[config.mk]
export PLATFORM = sky130hd
export DESIGN_NAME = sync_debounce
export DESIGN_NICKNAME = d
export VERILOG_FILES = /design/src/rtl/sync_debounce.sv
export SDC_FILE = /design/constraint.sdc
export NUM_CORES = 1
export LEC_CHECK = 0
export CAP_MARGIN = 30
export CORE_AREA = 2 2 39 41
export DETAILED_ROUTE_END_ITERATION = 6
export DIE_AREA = 0 0 41 43
export PLACE_DENSITY = 0.51
export SLEW_MARGIN = 15
export SYNTH_ARGS = -nofsm -noshare
export SYNTH_HDL_FRONTEND = slang
export SYNTH_SLANG_ARGS = --single-unit
[constraint.sdc]
create_clock -name clk -period 1.2 [get_ports clk]
set_input_delay 0.24 -clock clk [delete_from_list [all_inputs] [get_ports clk]]
set_output_delay 0.24 -clock clk [all_outputs]
set_load 0.01 [all_outputs]
[src/rtl/sync_debounce.sv]
// Two-flop synchronizer followed by a four-state debounce FSM.
// q changes only after DEBOUNCE_CYCLES consecutive synchronized samples at the new level.
module sync_debounce #(
   parameter int unsigned DEBOUNCE_CYCLES = 4
) (
   input  logic       clk,
   input  logic       rst,
   input  logic       d,
   output logic       q,
   output logic       rise,
   output logic       fall,
   output logic       busy,
   output logic [1:0] state_dbg
);

   localparam int CW = $clog2(DEBOUNCE_CYCLES + 1);
   localparam logic [CW-1:0] CNT_LAST = CW'(DEBOUNCE_CYCLES - 1);

   // Pending states share bit 0, so busy is a single flop bit and cannot glitch.
   typedef enum logic [1:0] {
      STABLE_LO = 2'b00,
      PEND_HI   = 2'b01,
      STABLE_HI = 2'b10,
      PEND_LO   = 2'b11
   } state_t;

   state_t        state;
   logic [CW-1:0] cnt;
   logic          s1;
   logic          s2;

   always_ff @(posedge clk or negedge rst) begin
      if (!rst) begin
         s1 <= 1'b0;
         s2 <= 1'b0;
      end else begin
         s1 <= d;
         s2 <= s1;
      end
   end

   always_ff @(posedge clk or negedge rst) begin
      if (!rst) begin
         state <= STABLE_LO;
         cnt   <= '0;
         q     <= 1'b0;
         rise  <= 1'b0;
         fall  <= 1'b0;
      end else begin
         rise <= 1'b0;
         fall <= 1'b0;
         case (state)
            STABLE_LO: begin
               if (s2) begin
                  state <= PEND_HI;
                  cnt   <= CW'(1);
               end else begin
                  cnt   <= '0;
               end
            end
            PEND_HI: begin
               if (!s2) begin
                  state <= STABLE_LO;
                  cnt   <= '0;
               end else if (cnt == CNT_LAST) begin
                  state <= STABLE_HI;
                  cnt   <= '0;
                  q     <= 1'b1;
                  rise  <= 1'b1;
               end else begin
                  cnt   <= cnt + CW'(1);
               end
            end
            STABLE_HI: begin
               if (!s2) begin
                  state <= PEND_LO;
                  cnt   <= CW'(1);
               end else begin
                  cnt   <= '0;
               end
            end
            PEND_LO: begin
               if (s2) begin
                  state <= STABLE_HI;
                  cnt   <= '0;
               end else if (cnt == CNT_LAST) begin
                  state <= STABLE_LO;
                  cnt   <= '0;
                  q     <= 1'b0;
                  fall  <= 1'b1;
               end else begin
                  cnt   <= cnt + CW'(1);
               end
            end
            default: begin
               state <= STABLE_LO;
               cnt   <= '0;
            end
         endcase
      end
   end

   assign busy      = state[0];
   assign state_dbg = state;

endmodule

==> metrics <==
Worst Tran Pin Value=421 ps; fin cells=57; Die Height=43 um; drt pass-1 iters=1; htree depth=1; HPWL Detailed=480 um; Clock Latency Late Sink=260 ps; cell count after synthesis=27; Relative slew margins=0.718; Ant. Diodes=0; minimum clock period=1150 ps; Die ar.=1760 um2; max-cap violations=0; Routed WL=639 um; status=complete, no violations; Tot GR Track Use=0.108; pin count of the biggest net entering global routing=11; number of global-route vias before repair=305; startpoint type of the worst setup path=flip-flop; number of remaining DRC errors=0; commonest non-fill, non-tap cell in the layout=dfrtp_1; GRT overflow=0; synth unique cells=13; root buffer cell=clkbuf_4; I/O Buffers=8; Yosys Warn Count=0; Top delay family on crit path=flip-flops; Worst path slowest cell=dfrtp_1; CTS tree=done; #FFs+latches synth=10; via count=253; Hold-fix buffers, CTS=0; sequential share of the synthesized area=0.649; top achievable clock speed=866 MHz; Hold Violations, Final=0; Max Transition Viols Final=0; Pleak=0.249 nW; # fillers=130; Die W=41 um; maximum VDD drop=0.696 mV; dpl cells=53; global-route wire length before repair=1.19 mm; row cnt=14; most frequent cells in the layout=dfrtp_1 (10), clkdlybuf4s15_1 (4), clkbuf_4 (3), buf_4 (3); clk_skew=1.19 ps; per-cell routed wire length=11.2 um; final setup margin=45.2 ps; Worst-path clk slew=70 ps; Clock Path Buffers=2; Core ar.=1380 um2; Starting Density=0.278; Crit path buffers/inverters=1; syn_nets=31; DP Worst Slack=10.7 ps; CTS buffer count=3; Final TNS setup=0 ps; Setup crit end kind=output port; syn_area_per_cell=14.3 um2; PD cells=2100 nW/um2; critical path class=reg -> out; 1st-iter DRT viols=0; Ports=9; hold crit path type=in -> async; clock sink count=10; Total Power=1.15 mW; initial antenna violation count=0; Via density=4.44; post-CTS setup buffers=0; Final Setup Violations=0; layout cell share with drive strength beyond 1=0.366; Crit path required time=960 ps; CP max FO=3; CP cell instances=clkdlybuf4s15_1; final cycle utilization of the critical path=0.962; Mapped Area=385 um2; slowest stage delay, CP=410 ps; area growth from synthesis to layout=42.2%; Antenna Nets Post-Route=0; CP arrival=910 ps; final net count=46; GPL Wtd Cong=0.721
[cells by family after synthesis]
group                    count (synthesis)  synth area share
AO/OA/AOI/OAI                            4            0.0552
XOR/XNOR                                 1            0.0227
adder cells (fa/ha/maj)                  1            0.0325
buffers and inverters                    1            0.0195
flip-flops                              10             0.649
multiplexers                             1            0.0292
AND/OR/NAND/NOR                          9             0.192
[layout make-up]
type	instances	area, um2	area share
sequential	10	250	0.457
tap	16	20.0	0.0365
timing repair buffer	11	100	0.183
multi-input combinational	16	141	0.258
clock buffer	4	36.3	0.0662
[routing by layer]
metal | routed length (um) | global-route usage | share of wire | up-vias
met2 | 352 | 0.166 | 0.55 | 8
met5 | 0 | 0 | 0 | -
li1 | - | - | - | 120
met4 | 8 | 0.100 | 0.013 | 0
met3 | 41 | 0.0366 | 0.064 | 2
met1 | 236 | 0.104 | 0.37 | 123
[flip-flops by register name, indices dropped and copies added, names as in the netlist, named ones only]
signal,flops
state_dbg,1
s1,1
s2,1
q,1
cnt,3
fall,1
rise,1
[path summary, 6_finish.rpt]
| path | end | from | slack, ps | depth (start not counted) |
|---|---|---|---|---|
| setup / recovery | q | q | 50 | 1 |
| setup reg to reg | flip-flop | cnt[1] | 60 | 3 |
| hold / removal | s2 | rst | 280 | 1 |
| min in group clk | s2 | s1 | 360 | 0 |
| hold reg to reg | s2 | s1 | 360 | 0 |
| max in group asynchronous | q | rst | 630 | 1 |
[Yosys cell counts]
master,count,area [um2]
nor3b_2,2,25.0
nand3b_1,1,7.51
nor3b_1,2,15.0
xor2_1,1,8.76
a31oi_1,1,6.26
buf_4,1,7.51
o21ai_0,3,15.0
dfrtp_1,10,250
nand2_1,1,3.75
and2_2,2,15.0
ha_1,1,12.5
and2b_1,1,7.51
mux2_2,1,11.3
[stage by stage]
step / hold slack, ps / util / instance area [um2]
6_report: 277 / 0.396 / 548
3_3_place_gp: 341 / 0.362 / 500
4_1_cts: 289 / 0.385 / 533
5_1_grt: 314 / 0.396 / 548
3_5_place_dp: 352 / 0.362 / 500
2_1_floorplan: -55.6 / - / 385
[where the power goes]
group	switching [mW]	leakage (nW)	internal (mW)
logic	0.177	0.104	0.221
clock network	0.119	0.0210	0.184
registers	0.0394	0.124	0.410
[timing repair]
action / CTS / global route
endpoints found under the setup margin: 8 / 8
pin swaps: 0 / 1
gates resized for setup: 9 / 6
(Power assumes the default switching activity.)
